**src/rtl/btb_update_scheduler.sv**
```systemverilog
// rtl/btb_update_scheduler.sv - serialises BTB/BHT updates onto one write port; init sweep after reset.
// Optional statistics counters are enabled by defining BTB_SCHED_STATS_EN.
module btb_update_scheduler #(
    parameter int WORD_SIZE  = 16,
    parameter int IDX_SIZE   = 8,
    parameter int FIFO_DEPTH = 4
) (
    input  logic                          clk,
    input  logic                          reset,
    input  logic                          br_valid,
    input  logic [WORD_SIZE-1:0]          br_pc,
    input  logic                          br_taken,
    input  logic [WORD_SIZE-1:0]          br_target,
    input  logic                          br_mispredict,
    input  logic                          jmp_valid,
    input  logic [WORD_SIZE-1:0]          jmp_pc,
    input  logic [WORD_SIZE-1:0]          jmp_target,
    output logic                          upd_valid,
    output logic [IDX_SIZE-1:0]           upd_idx,
    output logic [WORD_SIZE-IDX_SIZE-1:0] upd_tag,
    output logic [WORD_SIZE-1:0]          upd_target,
    output logic [1:0]                    upd_op,
    output logic                          init_busy,
    output logic                          stall_req,
    output logic                          overflow
`ifdef BTB_SCHED_STATS_EN
    ,
    output logic [15:0]                   stat_issued,
    output logic [15:0]                   stat_squash,
    output logic [15:0]                   stat_drop
`endif
);

    localparam int PTR_W = $clog2(FIFO_DEPTH);
    localparam int CNT_W = PTR_W + 1;
    localparam int FW    = CNT_W + 1;
    localparam int TAG_W = WORD_SIZE - IDX_SIZE;

    localparam logic [1:0] OP_CLEAR = 2'b00;
    localparam logic [1:0] OP_INC   = 2'b01;
    localparam logic [1:0] OP_DEC   = 2'b10;

    typedef enum logic {ST_INIT, ST_RUN} state_t;

    typedef struct packed {
        logic [WORD_SIZE-1:0] pc;
        logic [WORD_SIZE-1:0] target;
        logic [1:0]           op;
    } entry_t;

    state_t               state_q, state_d;
    logic [IDX_SIZE-1:0]  sweep_q, sweep_d;
    logic                 init_busy_q, init_busy_d;
    logic                 overflow_q, overflow_d;
    logic                 upd_valid_q, upd_valid_d;
    logic [IDX_SIZE-1:0]  upd_idx_q, upd_idx_d;
    logic [TAG_W-1:0]     upd_tag_q, upd_tag_d;
    logic [WORD_SIZE-1:0] upd_target_q, upd_target_d;
    logic [1:0]           upd_op_q, upd_op_d;
    logic [PTR_W-1:0]     wr_ptr_q, wr_ptr_d, rd_ptr_q, rd_ptr_d;
    logic [CNT_W-1:0]     count_q, count_d;
    entry_t               mem_q [FIFO_DEPTH];
    entry_t               mem_d [FIFO_DEPTH];

    logic                 do_pop;
    logic                 squash;
    logic [1:0]           pushes;
    logic [1:0]           drops;
    logic [PTR_W-1:0]     wp;
    logic [FW-1:0]        free;
    entry_t               ent;

    always_comb begin
        state_d      = state_q;
        sweep_d      = sweep_q;
        init_busy_d  = (state_q == ST_INIT);
        overflow_d   = overflow_q;
        upd_valid_d  = 1'b0;
        upd_idx_d    = upd_idx_q;
        upd_tag_d    = upd_tag_q;
        upd_target_d = upd_target_q;
        upd_op_d     = upd_op_q;
        mem_d        = mem_q;
        wr_ptr_d     = wr_ptr_q;
        rd_ptr_d     = rd_ptr_q;
        count_d      = count_q;
        do_pop       = 1'b0;
        squash       = 1'b0;
        pushes       = 2'd0;
        drops        = 2'd0;
        wp           = wr_ptr_q;
        free         = '0;
        ent          = mem_q[rd_ptr_q];

        if (state_q == ST_INIT) begin
            upd_valid_d  = 1'b1;
            upd_op_d     = OP_CLEAR;
            upd_idx_d    = sweep_q;
            upd_tag_d    = '1;
            upd_target_d = '0;
            sweep_d      = sweep_q + 1'b1;
            if (sweep_q == '1) begin
                state_d = ST_RUN;
            end
        end else begin
            do_pop = (count_q != '0);
            if (do_pop) begin
                upd_valid_d  = 1'b1;
                upd_idx_d    = ent.pc[IDX_SIZE-1:0];
                upd_tag_d    = ent.pc[WORD_SIZE-1:IDX_SIZE];
                upd_target_d = ent.target;
                upd_op_d     = ent.op;
                rd_ptr_d     = rd_ptr_q + 1'b1;
            end

            // Slots freed by this cycle's pop are reusable by this cycle's pushes.
            free   = FW'(FIFO_DEPTH) - FW'(count_q) + FW'(do_pop);
            squash = jmp_valid && br_valid && br_mispredict;

            if (br_valid) begin
                if (free != '0) begin
                    mem_d[wp].pc     = br_pc;
                    mem_d[wp].target = br_target;
                    mem_d[wp].op     = br_taken ? OP_INC : OP_DEC;
                    wp     = wp + 1'b1;
                    free   = free - 1'b1;
                    pushes = pushes + 1'b1;
                end else begin
                    drops = drops + 1'b1;
                end
            end

            if (jmp_valid && !squash) begin
                if (free != '0) begin
                    mem_d[wp].pc     = jmp_pc;
                    mem_d[wp].target = jmp_target;
                    mem_d[wp].op     = OP_INC;
                    wp     = wp + 1'b1;
                    pushes = pushes + 1'b1;
                end else begin
                    drops = drops + 1'b1;
                end
            end

            wr_ptr_d = wp;
            count_d  = count_q + CNT_W'(pushes) - CNT_W'(do_pop);
            if (drops != 2'd0) begin
                overflow_d = 1'b1;
            end
        end
    end

    always_ff @(posedge clk) begin
        if (reset) begin
            state_q      <= ST_INIT;
            sweep_q      <= '0;
            init_busy_q  <= 1'b1;
            overflow_q   <= 1'b0;
            upd_valid_q  <= 1'b0;
            upd_idx_q    <= '0;
            upd_tag_q    <= '0;
            upd_target_q <= '0;
            upd_op_q     <= '0;
            wr_ptr_q     <= '0;
            rd_ptr_q     <= '0;
            count_q      <= '0;
        end else begin
            state_q      <= state_d;
            sweep_q      <= sweep_d;
            init_busy_q  <= init_busy_d;
            overflow_q   <= overflow_d;
            upd_valid_q  <= upd_valid_d;
            upd_idx_q    <= upd_idx_d;
            upd_tag_q    <= upd_tag_d;
            upd_target_q <= upd_target_d;
            upd_op_q     <= upd_op_d;
            wr_ptr_q     <= wr_ptr_d;
            rd_ptr_q     <= rd_ptr_d;
            count_q      <= count_d;
        end
    end

    // Storage needs no reset: count_q gates every read.
    always_ff @(posedge clk) begin
        mem_q <= mem_d;
    end

    assign upd_valid  = upd_valid_q;
    assign upd_idx    = upd_idx_q;
    assign upd_tag    = upd_tag_q;
    assign upd_target = upd_target_q;
    assign upd_op     = upd_op_q;
    assign init_busy  = init_busy_q;
    assign overflow   = overflow_q;
    assign stall_req  = init_busy_q || (count_q >= CNT_W'(FIFO_DEPTH - 1));

`ifdef BTB_SCHED_STATS_EN
    logic [15:0] stat_issued_q, stat_issued_d;
    logic [15:0] stat_squash_q, stat_squash_d;
    logic [15:0] stat_drop_q, stat_drop_d;

    always_comb begin
        stat_issued_d = stat_issued_q + 16'(do_pop);
        stat_squash_d = stat_squash_q + 16'(squash && (state_q == ST_RUN));
        stat_drop_d   = stat_drop_q + 16'(drops);
    end

    always_ff @(posedge clk) begin
        if (reset) begin
            stat_issued_q <= '0;
            stat_squash_q <= '0;
            stat_drop_q   <= '0;
        end else begin
            stat_issued_q <= stat_issued_d;
            stat_squash_q <= stat_squash_d;
            stat_drop_q   <= stat_drop_d;
        end
    end

    assign stat_issued = stat_issued_q;
    assign stat_squash = stat_squash_q;
    assign stat_drop   = stat_drop_q;
`endif

endmodule
```
**config.mk**
```make
export PLATFORM = sky130hd
export DESIGN_NAME = btb_update_scheduler
export DESIGN_NICKNAME = d
export VERILOG_FILES = /design/src/rtl/btb_update_scheduler.sv
export SDC_FILE = /design/constraint.sdc
export NUM_CORES = 1
export LEC_CHECK = 0
export ABC_AREA = 0
export CORE_UTILIZATION = 45
export DETAILED_ROUTE_END_ITERATION = 7
export MAX_ROUTING_LAYER = met4
export PLACE_DENSITY = 0.73
export SLEW_MARGIN = 5
export SYNTH_ARGS = -nofsm -noshare
export SYNTH_HDL_FRONTEND = slang
export SYNTH_SLANG_ARGS = --single-unit
```
**constraint.sdc**
```tcl
create_clock -name clk -period 12.8 [get_ports clk]
set_clock_uncertainty 0.1 [all_clocks]
set_input_delay 2.56 -clock clk [delete_from_list [all_inputs] [get_ports clk]]
set_output_delay 2.56 -clock clk [all_outputs]
set_load 0.02 [all_outputs]
```
After elaboration in Yosys (flattened, before gate mapping)
Index checks and enable logic that the tools add are counted.
W data, S select, Z words.

storage, ports and cells
  bits of input ports = 70
  register bits after elaboration = 189
  output and inout bits = 38

cells by class
  bitwise gates (word level) = 4
  reduce and logical (&&, ||, !) cells = 14
  add/subtract/negate cells = 11
  $lt $le $gt $ge = 6
  muxes and demuxes = 55
  equal/unequal tests = 2

operators with widths
  kind                   count
  $bwmux W136            6
  $mux W136              5
  $demux W34 S2          6
  $mux W34               4
  $bmux W34 S2           1
  $mux W18               2
  $mux W2                16
  $mux W8                4
  $mux W4                3
  $add A2 B1 Y2 const B  5
  $ge A3 B3 Y1 const B   3
  $not A2 Y3             3
  $add A8 B1 Y8 const B  1
  $eq A8 B8 Y1 const B   1
  $mux W1                8
  $reduce_bool A4 Y1     2
  $lt A3 B1 Y1 const B   2
  $logic_and A1 B1 Y1    5
  $add A4 B1 Y4          1
  $reduce_and A2 Y1      2
  $sub A3 B3 Y4 const A  1
  $sub A4 B1 Y4 const B  1
  $add A3 B2 Y3          1
  $ge A3 B2 Y1 const B   1
  other kinds (8)        8

Depth between registers and ports, before layout
Gate-level depths: netlist (run 1).

  depth in word-level cells = 16
  depth in mapped cells = 20
  depth with buffers taken out = 18

Worst setup path after synthesis (run 1)
Ideal clock, no wire load.

  path kind = input -> register
  from = input br_valid
  to = register count_q[2]
  stages on the path = 14
  setup slack = 7574 ps
  required time = 12572 ps
  arrival = 4998 ps
  cell sequence = buf_4 -> o21ai_0 -> o2bb2ai_4 -> clkbuf_1 -> ha_1 -> mux2i_1 -> ha_1 -> inv_1 -> ha_1 -> fa_1 -> xor2_1 -> nand2_1 -> xor2_1 -> nor2_1

on the way
  word-level cells in the longest chain between the ends = 8

RTL lines
  item                                                   line      RTL
  start, declared                                        10        input logic br_valid,
  $mux W1 (tied with other cells)                        120       if (br_valid) begin
  $mux W2 (tied with other cells)                        95        if (state_q == ST_INIT) begin
  $add A2 B1 Y2 (tied with other cells)                  139       pushes = pushes + 1'b1;
  $mux W2 / $logic_and A1 B1 Y1 (equally long branches)  134, 133
  $mux W2 (*)                                            133       if (jmp_valid && !squash) begin
  $mux W2 (*)                                            95
  $add A3 B2 Y3 (*)                                      146       count_d = count_q + CNT_W'(pushes) - CNT_W'(do_pop);
  $sub A3 B1 Y3 (*)                                      146
  end signal, assigned                                   179       count_q <= count_d;
  end, declared                                          61        logic [CNT_W-1:0] count_q, count_d;

Every way passes the cells marked *; elsewhere a longest branch is shown, timed or not. The select of a mux whose other input is x is not followed.
A chain may end at the register's enable or synchronous reset.

Worst setup path after layout (run 1)
Ends and elaborated chain as after synthesis.

==> impl_results.md, run 1 <==
- Status: finished, final reports clean
- First-pass GRT wire length: approximately 39000 microns
- Number of vias per cell: 5.651
- Largest net degree at the start of global routing: just under 80
- Tot GR Track Use: 21.87%
- CP Launch Point: br_valid
- Syn Area/Cell: 11.07 sq um
- Share of cells above drive strength 1: ~9%
- Crit-path slowest cell: clkdlybuf4s50_1
- Syn nets: 1016
- WS Path Type: in2reg
- Final-report setup violation count: 0
- Initial core utilization: 46.56%
- Clock Path Buffers: 2
- First-pass detailed-route iteration total: 7
- Area of the die: 23470 sq um
- Growth of design area from synthesis to finish: 17.02%
- Die height: 153.2 microns
- Hold depth: 2
- Final Hold Viols: 0
- Clock buffers created by TritonCTS: 17
- GR Util met1: 30.46%
- Top-count cell post-synth: nor2_1
- R2R depth: 19
- RSZ-0062 raised after global routing: false
- H-tree levels: 4
- Busiest grt layer: met2
- Die width: 153.2 microns
- Vias in the first global route: 6910
- Worst r2r src: count_q[2]$_SDFFE_PP0P_
- DRC: 0
- Final Cycle Share: ~44%
- R2r setup slk: ~8.3 ns
- Critical Path Fanout Max: 8
- Placed cells: 1262
- Met3 Use GR: 3.176%
- Min-Delay Startpoint: upd_target[15]$_SDFFE_PP0P_
- Post-CTS Hold Buffers: 0
- CP arrival: 5.88 ns
- CP Launch Type: input port
- CP peak stage delay: 0.74 ns
- Ant diodes: 0
- HP Class: reg2reg
- #FFs+latches synth: 189
- Synth top area share: 39.70%
- Grt ovf: 0
- Post-CTS Setup Inserts: 0
- Final WL: approximately 24000 microns
- Reg clk slew, reported paths: ~0.07 ns
- Layout Cells excl Fill: 1294
- Cell Chain, Critical Path: clkdlybuf4s50_1, nand3b_1, o21a_1, nor2_1, inv_1, ha_1, mux2i_1, ha_1, inv_1, ha_1, fa_1, xor2_1, nand2_1, xor2_1, nor2_1
- Synth top cells by count: nor2_1, a21oi_1, edfxtp_1
- Worst endpoint required time: 13.01 ns
- Worst-margin pin slew: between 0.9 and 1 ns
- Async S/R FF share, synth: 0%
- Later-pin clock latency in the skew report: 0.44 ns
- GPL Wtd Cong: 0.7730
- Core area: 22090 sq um
- CP dominant cell by count: ha_1
- Peak supply drop: about 0.087 mV
- Synth cell types: 46
- Routed via count: 7312
- Minimum clock period: 5.671 ns
- Count of final max-slew check failures: 0
- Met2 Usage GRT: 33.01%
- Wire per inst: 18.83 microns
- Sink Count: 189
- Site Rows: 54
- TritonCTS clock tree: done
- Static Leak: 0.004576 uW
- Final HPWL DP: 14810 microns
- DR iter-0 viols: 597
- PD cells: 108.5 nW/um^2
- Final ANT Viol Nets: 0
- PortBufs: 107
- Area contributors post-synth: edfxtp_1, mux2i_1, dfxtp_1
- Yosys top cell by area: edfxtp_1
- Slew HR: 35.14%
- Root Buffer: clkbuf_16
- Initial antenna violation count: 0
- Post-Syn Instances: ~930
- CP endpoint kind: flip-flop
- Nets: 1088
- Maxcap violations: 0
- Max Fclk: roughly 0.18 GHz
- Post-CTS sizing: 0
- Netlist Area Pre-Place: 10290 sq um
- EDFF count, synth: between 100 and 150
- Setup TNS: 0 ns
- Synth warn: 0
- Dominant synthesized flop cell: edfxtp_1
- Num ports: 108
- Sequential element share of the synthesized area: 50.02%
## area by class of cell
class                   instances  area, sq um
inverters                      12        45.04
multi-input cells             660         4696
clock inverters                14        188.9
clock buffers                  18        429.2
fillers                      1901        10060
flip-flops and latches        189         5151
repair buffers                121         1176
well taps                     280        350.3
## power by group
group	switching, uW	internal [uW]	leakage, uW
registers	2.39	654	0.00165
logic	45.3	38.9	0.00263
clock network	238	327	0.000292
## state kept, by name, summed over array words and instances (netlist names)
register / count
upd_op: 2
wr_ptr_q: 2
sweep_q: 8
upd_valid: 1
rd_ptr_q: 2
upd_target: 16
state_q: 1
mem_q: 136
count_q: 3
init_busy: 1
upd_tag: 8
overflow: 1
upd_idx: 8
## through the flow
stage	util, %	hold WS (ns)	power [uW]	setup WS, ns	cell area [sq um]
3_5_place_dp	51.68	0.3449	753.6	6.665	11420
5_1_grt	54.48	0.3663	1341	6.900	12040
6_report	54.48	0.3481	1306	7.129	12040
4_1_cts	54.48	0.3546	1313	7.124	12040
3_3_place_gp	51.68	0.3395	751.9	6.817	11420
2_1_floorplan	-	0.3665	710.5	7.574	10290
## logic make-up after synthesis
logic type,Yosys count,synth area share [%]
AO/OA/AOI/OAI,196,11.06
XOR/XNOR,11,0.9367
adder cells (fa/ha/maj),17,2.141
buffers and inverters,80,4.732
flip-flops,189,50.02
multiplexers,168,20.48
AND/OR/NAND/NOR,268,10.63
## routing by layer
layer | up-vias | routed length [microns]
met3 | 25 | 1268
met1 | 3507 | 11440
met4 | 0 | 342
met2 | 255 | 11320
met5 | - | 0
li1 | 3525 | -
## critical path, delay by kind of cell
kind,cells,cell delay [ns]
adders and majority gates,4,1.20
buffers and inverters,3,0.86
and+or+nand+nor,4,0.59
xor gates and xnor gates,2,0.32
AOI/OAI and AO/OA,1,0.28
muxes,1,0.06
## final timing paths
check	end
max	count_q[2]$_SDFFE_PP0P_
min	upd_target[15]$_SDFFE_PP0P_
max reg2reg	count_q[2]$_SDFFE_PP0P_
min reg2reg	upd_target[15]$_SDFFE_PP0P_
## cells in the final DEF (no fill, tap or decap), types with 11 or more instances in the layout
| cell | instances |
|---|---|
| nand2_1 | 80 |
| buf_4 | 14 |
| edfxtp_1 | 136 |
| clkdlybuf4s50_1 | 107 |
| inv_1 | 11 |
| mux2i_1 | 134 |
| mux4_2 | 34 |
| clkbuf_16 | 17 |
| dfxtp_1 | 50 |
| nor2_1 | 158 |
| ha_1 | 16 |
| a21oi_1 | 152 |
Power figures use the tool's default switching activity.
==> inputs of run 2 (changes only) <==
--- a/config.mk
+++ b/config.mk
@@ -9,7 +9,7 @@
 export CORE_UTILIZATION = 45
 export DETAILED_ROUTE_END_ITERATION = 7
 export MAX_ROUTING_LAYER = met4
-export PLACE_DENSITY = 0.73
+export PLACE_DENSITY = 0.75
 export SLEW_MARGIN = 5
 export SYNTH_ARGS = -nofsm -noshare
 export SYNTH_HDL_FRONTEND = slang
==> constraint.sdc (replaced) <==
create_clock -name clk -period 5.2 [get_ports clk]
set_clock_uncertainty 0.1 [all_clocks]
set_input_delay 1.04 -clock clk [delete_from_list [all_inputs] [get_ports clk]]
set_output_delay 1.04 -clock clk [all_outputs]
set_load 0.02 [all_outputs]
==> impl_results.md, run 2 (synthesized netlist as in run 1, its figures left out) <==
- Status: finished, final reports clean (unchanged)
- Tot GR Track Use: 22.45% (was 21.87%)
- PortBufs: 107 (unchanged)
- H-tree levels: 4 (unchanged)
- Share of cells above drive strength 1: 9.458% (was 9.172%)
- Num ports: 108 (unchanged)
- Post-CTS Setup Inserts: 0 (unchanged)
- Clock Path Buffers: 2 (unchanged)
- Minimum clock period: around 4.1 ns
- HP Class: reg2reg (unchanged)
- Worst-margin pin slew: 1.053 ns (was 0.9730 ns)
- Layout Cells excl Fill: 1296 (was 1294)
- Number of vias per cell: 5.631 (was 5.651)
- GPL Wtd Cong: 0.8079 (was 0.7730)
- Static Leak: 0.004591 uW (was 0.004576 uW)
- Clock buffers created by TritonCTS: 17 (unchanged)
- Final HPWL DP: 15530 microns (was 14810 microns)
- Final worst slack: 1.098 ns (was 7.129 ns)
- Peak supply drop: 0.1774 mV (was 0.08686 mV)
- DRC: 0 (unchanged)
- RSZ-0062 raised after global routing: false (unchanged)
- CP endpoint kind: flip-flop (unchanged)
- Final-report setup violation count: 0 (unchanged)
- PD cells: 260.3 nW/um^2 (was 108.5 nW/um^2)
- Initial antenna violation count: 1 (was 0)
- Area of the die: 23470 sq um (unchanged)
- WS Path Type: in2reg (unchanged)
- Post-CTS Hold Buffers: 0 (unchanged)
- Vias in the first global route: 7041 (was 6910)
- Max Fclk: 0.2438 GHz
- Final Cycle Share: around four fifths
- Sink Count: 189 (unchanged)
- Post-CTS sizing: 0 (unchanged)
- Reg clk slew, reported paths: 0.07 ns (about the same)
- Core area: 22090 sq um (unchanged)
- First-pass detailed-route iteration total: 5 (was 7)
- Max reg flops: 136 (unchanged)
- Die width: 153.2 microns (unchanged)
- Growth of design area from synthesis to finish: 17.18% (was 17.02%)
- Slew HR: 29.78% (was 35.14%)
- Count of final max-slew check failures: 0 (unchanged)
- Worst endpoint required time: 5.41 ns (was 13.01 ns)
- Site Rows: 54 (unchanged)
- Wire per inst: 19.09 microns (was 18.83 microns)
- Final ANT Viol Nets: 0 (unchanged)
- TritonCTS clock tree: done (unchanged)
- CP Launch Type: input port (unchanged)
- Routed via count: 7298 (was 7312)
- Critical Path Fanout Max: 8 (unchanged)
- Setup TNS: 0 ns (unchanged)
- Die height: 153.2 microns (unchanged)
- Largest net degree at the start of global routing: 82 (was 78)
- Root Buffer: clkbuf_16 (unchanged)
- Later-pin clock latency in the skew report: 0.43 ns (was 0.44 ns)
- Grt ovf: 0 (unchanged)
- Top reg by flops: mem_q (unchanged)
- Maxcap violations: 0 (unchanged)
- First-pass GRT wire length: 39720 microns (was 38530 microns)
- DR iter-0 viols: 771 (was 597)
- Nets: 1090 (was 1088)
- Placed cells: 1264 (was 1262)
- Most frequent cells in the layout: nor2_1, a21oi_1, edfxtp_1, mux2i_1, clkdlybuf4s50_1 (unchanged)
- CP arrival: 4.31 ns (was 5.88 ns)
- Final Hold Viols: 0 (unchanged)
- Most common cell after layout, fill and taps aside: nor2_1 (unchanged)
- Initial core utilization: 46.56% (unchanged)
- Dpl ws: 0.6598 ns (was 6.665 ns)
- Final WL: 24740 microns (was 24370 microns)
==> run 2: changes by cell type in the layout (fill, tap and decap cells not counted), sizes merged <==
cell,before,now
buf,14,16
bufinv,4,3
clkbuf,18,19
clkinv,4,5
diode,0,1
inv,15,13
==> run 2: critical path: stages <==
cell,delay (ns)
clkdlybuf4s50_1,0.73
nand3b_1,0.14
o21a_1,0.28
nor2_1,0.31
inv_1,0.08
ha_1,0.27
mux2i_1,0.06
ha_1,0.29
inv_1,0.04
ha_1,0.19
fa_1,0.43
xor2_1,0.17
nand2_1,0.07
xor2_1,0.14
nor2_1,0.05
==> run 2: per-stage QoR <==
| step | power [uW] | area (sq um) | hold WS, ns | utilization (%) |
|---|---|---|---|---|
| after detailed placement | 1855 | 11470 | 0.3460 | 51.92 |
| final | 3137 | 12050 | 0.3491 | 54.55 |
| after CTS | 3157 | 12050 | 0.3534 | 54.54 |
| after global placement | 1851 | 11470 | 0.3396 | 51.92 |
| after global routing | 3228 | 12050 | 0.3658 | 54.55 |
| after floorplan | 1749 | 10290 | 0.3665 | - |
==> run 2: path summary, 6_finish.rpt <==
check,startpoint,to,slack (ns),cells past startpoint
worst max-delay path,br_valid,count_q[2]$_SDFFE_PP0P_,1.10,15
worst min-delay path,upd_target[1]$_SDFFE_PP0P_,upd_target[1]$_SDFFE_PP0P_,0.35,2
worst max register to register,count_q[2]$_SDFFE_PP0P_,count_q[2]$_SDFFE_PP0P_,1.12,18
worst min register to register,upd_target[1]$_SDFFE_PP0P_,upd_target[1]$_SDFFE_PP0P_,0.35,2
==> run 2: where the power goes <==
group / internal, uW / switching, uW / leakage (uW) / total [uW]
combinational: 97.2 / 109 / 0.00266 / 206
sequential: 1610 / 5.89 / 0.00165 / 1620
clock: 751 / 564 / 0.000279 / 1310
==> run 2: final cells by class <==
type | instances | area, sq um
timing repair buffer | 123 | 1229
multi-input combinational | 660 | 4696
clock buffer | 19 | 432.9
sequential | 189 | 5151
clock inverter | 12 | 146.4
antenna | 1 | 2.502
inverter | 12 | 45.04
fill | 1912 | 10040
tap | 280 | 350.3
==> run 2: layer usage <==
| metal | global-route usage, % | vias up | wire length, microns |
|---|---|---|---|
| met5 | - | - | 0 |
| met4 | 6.157 | 0 | 313 |
| met3 | 4.054 | 25 | 1375 |
| met2 | 34.36 | 233 | 11560 |
| met1 | 30.62 | 3508 | 11490 |
| li1 | - | 3532 | - |
